`config.mk`:
```
export PLATFORM = sky130hd
export DESIGN_NAME = core_sequencer
export DESIGN_NICKNAME = d
export VERILOG_FILES = /design/src/rtl/core_sequencer.sv
export SDC_FILE = /design/constraint.sdc
export NUM_CORES = 1
export LEC_CHECK = 0
export ABC_AREA = 1
export BUFFER_PORTS_ARGS = -buffer_cell sky130_fd_sc_hd__buf_2
export CORE_MARGIN = 3
export CORE_UTILIZATION = 45
export DETAILED_ROUTE_END_ITERATION = 10
export PLACE_DENSITY = 0.7
export SETUP_SLACK_MARGIN = 0.4
export SYNTH_ARGS = -nofsm -noshare
export SYNTH_HDL_FRONTEND = slang
export SYNTH_SLANG_ARGS = --single-unit
```
`constraint.sdc`:
```
create_clock -name clk -period 4.5 [get_ports clk]
set_input_delay 0.9 -clock clk [delete_from_list [all_inputs] [get_ports clk]]
set_output_delay 0.9 -clock clk [all_outputs]
set_load 0.05 [all_outputs]
```
`src/rtl/core_sequencer.sv`:
```
// ----------------------------------------------------------------------------
// core_sequencer
//
// Multi-cycle fetch/execute controller for the LemonPC core. Each instruction
// is fetched over a request/acknowledge port and captured in the instruction
// register. It is then held for one EXEC cycle. In that cycle the register
// file may be written once, and the PC and retired-instruction count advance.
// Executing ebreak parks the core in a terminal HALT state. Only reset leaves
// HALT.
//
// Ports
//   clk          in   1     sole clock, rising edge
//   rst_n        in   1     asynchronous active-low reset
//   run          in   1     permits starting a new fetch (sampled in IDLE/EXEC)
//   ifetch_req   out  1     fetch request, held until acknowledged
//   ifetch_addr  out  XLEN  fetch address, always equal to pc
//   ifetch_ack   in   1     one-cycle acknowledge, ifetch_data valid with it
//   ifetch_data  in   32    fetched instruction
//   inst         out  32    instruction register feeding decode/regfile/ALU
//   dec_ebreak   in   1     decoder flag for inst == ebreak
//   dec_wen      in   1     decoder flag: inst writes rd
//   rf_wen       out  1     register-file write enable, only ever in EXEC
//   pc           out  XLEN  address of the instruction held in inst
//   halted       out  1     high once ebreak has executed
//   instret      out  XLEN  retired-instruction count
// ----------------------------------------------------------------------------
module core_sequencer #(
   parameter int               XLEN     = 64,
   parameter logic [XLEN-1:0]  RESET_PC = 'h8000_0000,
   parameter logic [31:0]      NOP_INST = 32'h0000_0013
) (
   input  logic              clk,
   input  logic              rst_n,
   input  logic              run,
   output logic              ifetch_req,
   output logic [XLEN-1:0]   ifetch_addr,
   input  logic              ifetch_ack,
   input  logic [31:0]       ifetch_data,
   output logic [31:0]       inst,
   input  logic              dec_ebreak,
   input  logic              dec_wen,
   output logic              rf_wen,
   output logic [XLEN-1:0]   pc,
   output logic              halted,
   output logic [XLEN-1:0]   instret
);

   typedef enum logic [1:0] {
      IDLE  = 2'd0,
      FETCH = 2'd1,
      EXEC  = 2'd2,
      HALT  = 2'd3
   } state_t;

   state_t state;
   state_t state_next;

   // Strobes from the next-state logic that tell the datapath registers when
   // to load.
   logic inst_load;
   logic retire;

   // -------------------------------------------------------------------------
   // Next-state and output decode
   // -------------------------------------------------------------------------
   always_comb begin
      // NOTE: every output of this block gets a default first. If any path
      // left one unassigned, synthesis would infer a latch to hold it.
      state_next = state;
      ifetch_req = 1'b0;
      rf_wen     = 1'b0;
      halted     = 1'b0;
      inst_load  = 1'b0;
      retire     = 1'b0;

      unique case (state)
         IDLE: begin
            if (run) state_next = FETCH;
         end

         FETCH: begin
            // An issued request is never abandoned. run is not looked at
            // here, so the request stays up until the ack arrives.
            ifetch_req = 1'b1;
            if (ifetch_ack) begin
               inst_load  = 1'b1;
               state_next = EXEC;
            end
         end

         EXEC: begin
            if (dec_ebreak) begin
               // ebreak does not retire. pc keeps pointing at the ebreak
               // so a debugger can see where execution stopped.
               state_next = HALT;
            end else begin
               rf_wen     = dec_wen;
               retire     = 1'b1;
               state_next = run ? FETCH : IDLE;
            end
         end

         HALT: begin
            halted = 1'b1;
         end

         default: state_next = IDLE;
      endcase
   end

   // The fetch address is the PC by construction. It is stable for the whole
   // FETCH interval because pc only moves on the edge that leaves EXEC.
   assign ifetch_addr = pc;

   // -------------------------------------------------------------------------
   // State and datapath registers
   // -------------------------------------------------------------------------
   always_ff @(posedge clk or negedge rst_n) begin
      if (!rst_n) begin
         state   <= IDLE;
         pc      <= RESET_PC;
         inst    <= NOP_INST;
         instret <= '0;
      end else begin
         // NOTE: clocked state uses non-blocking assignments. Every register
         // here then samples values from before the edge, so the order of
         // the statements does not matter.
         state <= state_next;
         if (inst_load) inst <= ifetch_data;
         if (retire) begin
            // Both additions wrap modulo 2^XLEN with no extra logic.
            pc      <= pc + XLEN'(4);
            instret <= instret + XLEN'(1);
         end
      end
   end

endmodule

```
==> reports/metrics.cfg, run 1 <==
[routing]
ant_nets = 0
first_iter_violations = 543
routed_via_density = 4.98
routed_wl_um = 25900
drt_first_pass_iters = 5
vias = 8486
wl_per_cell_um = 15.2
drc = 0

[placement]
dp_hpwl_um = 20500
io_buffers = 260
routabilityCongestion = 0.931
post-place-ws_ps = 1840

[final_layout]
fin_util = 0.544
final_common_cell = nand2_1
final_nets = 1465
final_cell_mix = nand2_1, buf_2, nor2_1, dfrtp_1, inv_1
syn2layout_area_growth_pct = 18.1
diodes = 0
drive_gt1_frac = 0.263

[timing]
period_share = 0.622
finalHoldViolCount = 0
tns_ps = 0
layout_setup_ws_ps = 1700
hold_slack_ps = 500
slew_viol_final = 0
post-route-min-period_ps = 2800
setup_viol = 0
slew_headroom = 0.168
worst_pin_slew_ps = 1240
rsz0062_at_grt = false
finalClockSkew_ps = 13.6
max_freq_mhz = 357

[logic_synthesis]
synth.top_cells.by_area = dfrtp_1, nand2_1, nor2_1
yosysUniqueCellTypes = 34
yosys_warnings = 0
syn_avg_cell_area_um2 = 7.80
synth_seq_cells = 160
synth_area_leader_cell = dfrtp_1
synth_top_cell_area_share = 0.415
synthCells = 1207
ys_seq_area_frac = 0.426
syn_area_um2 = 9420

[outcome]
outcome = finished clean

[power_and_ir_drop]
power.density_nw_per_um2 = 405
ir_drop_mv = 0.309
power.total_mw = 4.50
leakage_nw = 5.62

[worst_setup_path]
crit_start = state[0]
critPathCaptureType = output pin
crit_arrival_ps = 1900
start_kind = register
timing.rr.end = instret[53]
critical_path_class = reg2out
critical_path.reg2reg.startpoint = state[0]
worstPathRequired_ps = 3600
path_max_fanout = 18
r2r_slack_ps = 2040
ff2ff_path_depth = 11

[floorplanning]
initial_core_util = 0.461
die_w_um = 151
pin_count = 265
dieHeight_um = 151
core_um2 = 20400
die_area_um2 = 22700
rows = 52

[global_routing]
antenna_found_initial = 0
use_met3 = 0.0376
grt_max_degree = 101
grt_pass1_vias = 8070
globalRouteTotalUtil = 0.230
grt-busiest-layer = met2
gr-usage-met1 = 0.296
overflow = 0
use_met2 = 0.397
grt_pass1_wl_um = 41200

[min_path]
min_delay_path_depth = 1
hold_path.class = reg2reg
hp-start = inst[5]
min_to = inst[5]

[clock_tree]
cts_tree = built
cts_buffers = 17
cts_setup_buffers = 0
cts_buffer_depth = 2
cts_resized = 0
path_clk_slew_ps = 60
ctsHoldBuffers = 0
clockRootBuffer = clkbuf_16
cts.sinks = 160
htreeDepth = 4
insertion_delay_ps = 430

[run]
maxCapViolations = 0

-- cells in the mapped netlist, drive strengths merged --
cell / count
inv: 139
nand3: 63
nor3b: 1
nor4: 2
o22ai: 1
nand4: 39
mux2: 32
and2: 6
nand2: 335
a21oi: 1
conb: 1
ha: 7
xnor2: 43
nor3: 29
buf: 72
nand3b: 11
nor2: 217
dfstp: 4
xor2: 42
dfrtp: 156
o21ai: 6
-- worst max-delay path, cell delays in order, from the launching register on --
cell and delay (ps):
dfrtp_1 430, inv_1 100, ha_1 270, nand2_4 240
nor2_1 150, buf_2 270
-- cells by family (layout without fill, tap and decap cells) --
kind of cell / after synthesis / after routing / synth area share
and+or+nand+nor: 703 / 703 / 0.331
buffers and inverters: 211 / 434 / 0.111
DFF: 160 / 160 / 0.426
xor gates and xnor gates: 85 / 85 / 0.0790
muxes: 32 / 32 / 0.0383
AOI/OAI and AO/OA: 8 / 8 / 0.00438
adders and majority gates: 7 / 7 / 0.00930
other: 1 / 4 / 0.000398
-- through the flow --
step	std cells	area [um2]
6_report	1703	11100
5_1_grt	1703	11100
4_1_cts	1703	11100
3_5_place_dp	1671	10600
3_3_place_gp	1671	10600
2_1_floorplan	1210	9430
-- report_power, final --
group,total [mW],internal [mW],switching (mW),leakage [nW]
clock network,1.38,0.722,0.653,0.261
logic,1.37,0.352,1.02,3.29
registers,1.76,1.63,0.127,2.07
total,4.50,2.71,1.80,5.62
-- routing by layer --
metal,share of wire,vias to the layer above
met4,0.025,0
met5,0,-
met3,0.063,43
met1,0.41,3979
li1,-,4137
met2,0.50,327
-- area by class of cell --
cell class	count	area, um2
Clock buffer	17	425
Clock inverter	15	128
Fill cell	1971	9310
Inverter	139	522
Multi-Input combinational cell	839	4370
Sequential cell	160	4010
Tap cell	270	338
Timing Repair Buffer	263	1330
-- flip-flops by register name, indices dropped and copies added, names as in the netlist --
register,count
instret,64
state,2
ifetch_addr,62
inst,32
-- worst max-delay path by stage --
stage | slack (ps) | depth (start not counted) | endpoint
finish | 1700 | 5 | rf_wen
global route | 1560 | 5 | rf_wen
CTS | 1660 | 5 | rf_wen
detailed placement | 1840 | 5 | rf_wen
global placement | 1830 | 5 | rf_wen
floorplan | 1640 | 4 | rf_wen
(Power assumes the default switching activity.)
==> run 2, diff against run 1 <==
--- a/config.mk
+++ b/config.mk
@@ -5,12 +5,12 @@
 export SDC_FILE = /design/constraint.sdc
 export NUM_CORES = 1
 export LEC_CHECK = 0
-export ABC_AREA = 1
+export ABC_AREA = 0
 export BUFFER_PORTS_ARGS = -buffer_cell sky130_fd_sc_hd__buf_2
 export CORE_MARGIN = 3
 export CORE_UTILIZATION = 45
 export DETAILED_ROUTE_END_ITERATION = 10
-export PLACE_DENSITY = 0.7
+export PLACE_DENSITY = 0.76
 export SETUP_SLACK_MARGIN = 0.4
 export SYNTH_ARGS = -nofsm -noshare
 export SYNTH_HDL_FRONTEND = slang
==> constraint.sdc (replaced) <==
create_clock -name clk -period 2.4 [get_ports clk]
set_input_delay 0.48 -clock clk [delete_from_list [all_inputs] [get_ports clk]]
set_output_delay 0.48 -clock clk [all_outputs]
set_load 0.05 [all_outputs]
==> run 2 against run 1 <==
Compared with the run above: critical path depth rose by 3; final area decreased by 5.2%; cell count fell by 29%; critical path type is now reg2reg; largest cell class is now sequential cells; largest power group unchanged.
==> reports/metrics.cfg, run 2 <==
[worst_setup_path]
start_kind = register
critPathCaptureType = register
cpLargestDelayFamily = simple AND/OR/NAND/NOR gates
crit_top_cell = nor4_4
path_max_fanout = 6  ; -12
worstPathRequired_ps = 2740  ; -860 ps
crit_chain = inv_2, ha_4, nand4b_1, nor4_4, nand4_1, buf_4, nor4_4, xor2_1
critical_path_class = reg2reg
max_stage_delay_ps = 400  ; -30 ps
cp_slowest_cell = dfrtp_1
crit_arrival_ps = 2470  ; +570 ps
critical_path_buf_inv_count = 2  ; unchanged

[logic_synthesis]
yosys_warnings = 0  ; unchanged
synth_edf_count = 0  ; unchanged
yosysUniqueCellTypes = 40  ; +18%
async_flop_share = 1.00  ; unchanged
synth_area_leader_cell = dfrtp_1
syn_avg_cell_area_um2 = 11.0  ; +41%
syn_area_um2 = 7760  ; -18%
synth_seq_cells = 160  ; unchanged
synth_most_common_cell = dfrtp_1
ys_seq_area_frac = 0.517  ; +0.0911
synth-main-ff-cell = dfrtp_1
synth_top_cell_area_share = 0.503  ; +0.0887
synth_commonest_cells = dfrtp_1, xnor2_1, buf_4
synth.top_cells.by_area = dfrtp_1, xnor2_1, buf_4
synthCells = 704  ; -42%

[clock_tree]
clockRootBuffer = clkbuf_16
cts_tree = built
ctsHoldBuffers = 0  ; unchanged
path_clk_slew_ps = 70  ; about the same
cts_buffer_depth = 2  ; unchanged
insertion_delay_ps = 420  ; about the same
htreeDepth = 4  ; unchanged
cts_buffers = 17  ; unchanged
cts.sinks = 160  ; unchanged

[timing]
post-route-min-period_ps = 2120
rsz0062_at_grt = true
finalClockSkew_ps = 10.8  ; -2.80 ps
finalHoldViolCount = 0  ; unchanged
tns_ps = 0  ; unchanged
hold_slack_ps = 14.0  ; -486 ps
period_share = 0.885
slew_viol_final = 0  ; unchanged
worst_pin_slew_ps = 670  ; -574 ps
slew_headroom = 0.549  ; +0.381
setup_viol = 0  ; unchanged
max_freq_mhz = 471

[global_routing]
antenna_found_initial = 0  ; unchanged
overflow = 0  ; unchanged
grt_pass1_vias = 5938  ; -26%
globalRouteTotalUtil = 0.204  ; -0.0263
grt_pass1_wl_um = 30600  ; -26%
grt_max_degree = 57  ; -44%

[placement]
dp_hpwl_um = 14100  ; -31%
io_buffers = 260  ; unchanged
routabilityCongestion = 0.876  ; -5.9%

[final_layout]
syn2layout_area_growth_pct = 36.0
final_cell_mix = buf_2, dfrtp_1, dfrtp_2, xnor2_1, xor2_1
regMostFlops = instret
drive_gt1_frac = 0.554  ; +0.291
diodes = 0  ; unchanged
final_nets = 1014  ; -31%
largest_reg_flops = 64  ; unchanged
final_common_cell = buf_2

[routing]
drt_first_pass_iters = 5  ; unchanged
vias = 6260  ; -26%
ant_nets = 0  ; unchanged
first_iter_violations = 365  ; -33%
wl_per_cell_um = 16.9  ; +11%
routed_wl_um = 20300  ; -22%
routed_via_density = 5.21  ; +4.5%
drc = 0  ; unchanged

[floorplanning]
die_area_um2 = 18800  ; -17%
core_um2 = 16700  ; -18%
pin_count = 265  ; unchanged
rows = 47  ; -9.6%
dieHeight_um = 137  ; -8.9%
die_w_um = 137  ; -8.9%
initial_core_util = 0.464  ; +0.00350

[run]
maxCapViolations = 0  ; unchanged

[power_and_ir_drop]
leakage_nw = 5.50  ; -2.1%
power.density_nw_per_um2 = 817  ; +100%
ir_drop_mv = 0.783  ; +150%

[min_path]
hold_path.class = in2async

[outcome]
outcome = finished clean

## run 2: cell types whose count changed in the layout (fill, tap and decap cells not counted), sizes merged, moves of 17 or more
| cell | change |
|---|---|
| and3 | +20 |
| buf | +53 |
| inv | -122 |
| nand2 | -289 |
| nor2 | -173 |
| nor4 | +17 |
| xnor2 | +28 |
## run 2: worst reg2reg max path, cell delays in order, from the launching register on
cell and delay (ps):
dfrtp_1 400, inv_2 90, ha_4 170, nand4b_1 240
nor4_4 390, nand4_1 190, buf_4 210, nor4_4 180
xor2_1 190
## run 2: per-stage QoR
| stage | power [mW] | utilization | worst slack, ps | instance area (um2) | cells |
|---|---|---|---|---|---|
| finish | 8.62 | 0.632 | 276 | 10500 | 1202 |
| global route | 9.02 | 0.632 | 155 | 10500 | 1202 |
| CTS | 8.68 | 0.599 | 243 | 10000 | 1181 |
| detailed placement | 6.02 | 0.549 | 123 | 9170 | 1131 |
| global placement | 5.98 | 0.549 | 191 | 9170 | 1131 |
| floorplan | 5.42 | - | 87.9 | 7970 | 707 |
## run 2: power by group
part / internal, mW / total, mW / switching [mW]
clock network: 1.39 / 2.57 / 1.19
logic: 0.776 / 2.71 / 1.93
registers: 3.08 / 3.34 / 0.253
total: 5.25 / 8.62 / 3.37
## run 2: final timing paths
check,from,cells after the start,slack (ps),to
worst max-delay path,state[0],8,280,instret[58]
worst min-delay path,rst_n,1,10,ifetch_addr[18]
worst max register to register,state[0],8,280,instret[58]
worst min register to register,instret[63],1,480,instret[63]
max in group asynchronous,rst_n,2,1670,inst[0]
min in group clk,ifetch_data[26],2,290,inst[26]
## run 2: logic make-up (layout without fill, tap and decap cells)
logic type | Yosys count | after routing | share of synthesized area
muxes | 35 | 35 | 0.0506
xor gates and xnor gates | 124 | 124 | 0.140
DFF | 160 | 160 | 0.517
AOI/OAI and AO/OA | 4 | 4 | 0.00387
and+or+nand+nor | 285 | 285 | 0.201
buffers and inverters | 88 | 363 | 0.0755
adders and majority gates | 7 | 7 | 0.0113
other | 1 | 4 | 0.000483
## run 2: layer usage
layer	vias up	wire [um]	GRT usage
met2	218	10000	0.317
li1	2909	-	-
met1	3101	8480	0.277
met5	-	0	0
met3	32	1350	0.0559
met4	0	407	0.0665
## run 2: final cells by class
class	instances	area [um2]
Fill cell	1373	6150
Clock buffer	18	439
Multi-Input combinational cell	459	3740
Tap cell	220	275
Clock inverter	14	121
Sequential cell	160	4110
Inverter	15	56.3
Timing Repair Buffer	316	1810
## run 2: what timing repair did
action                     CTS  global route
buffers inserted            17            21
setup endpoints to repair   64            84
pin swaps                   28            50
cloned                       1             0
gates resized for setup     35            74
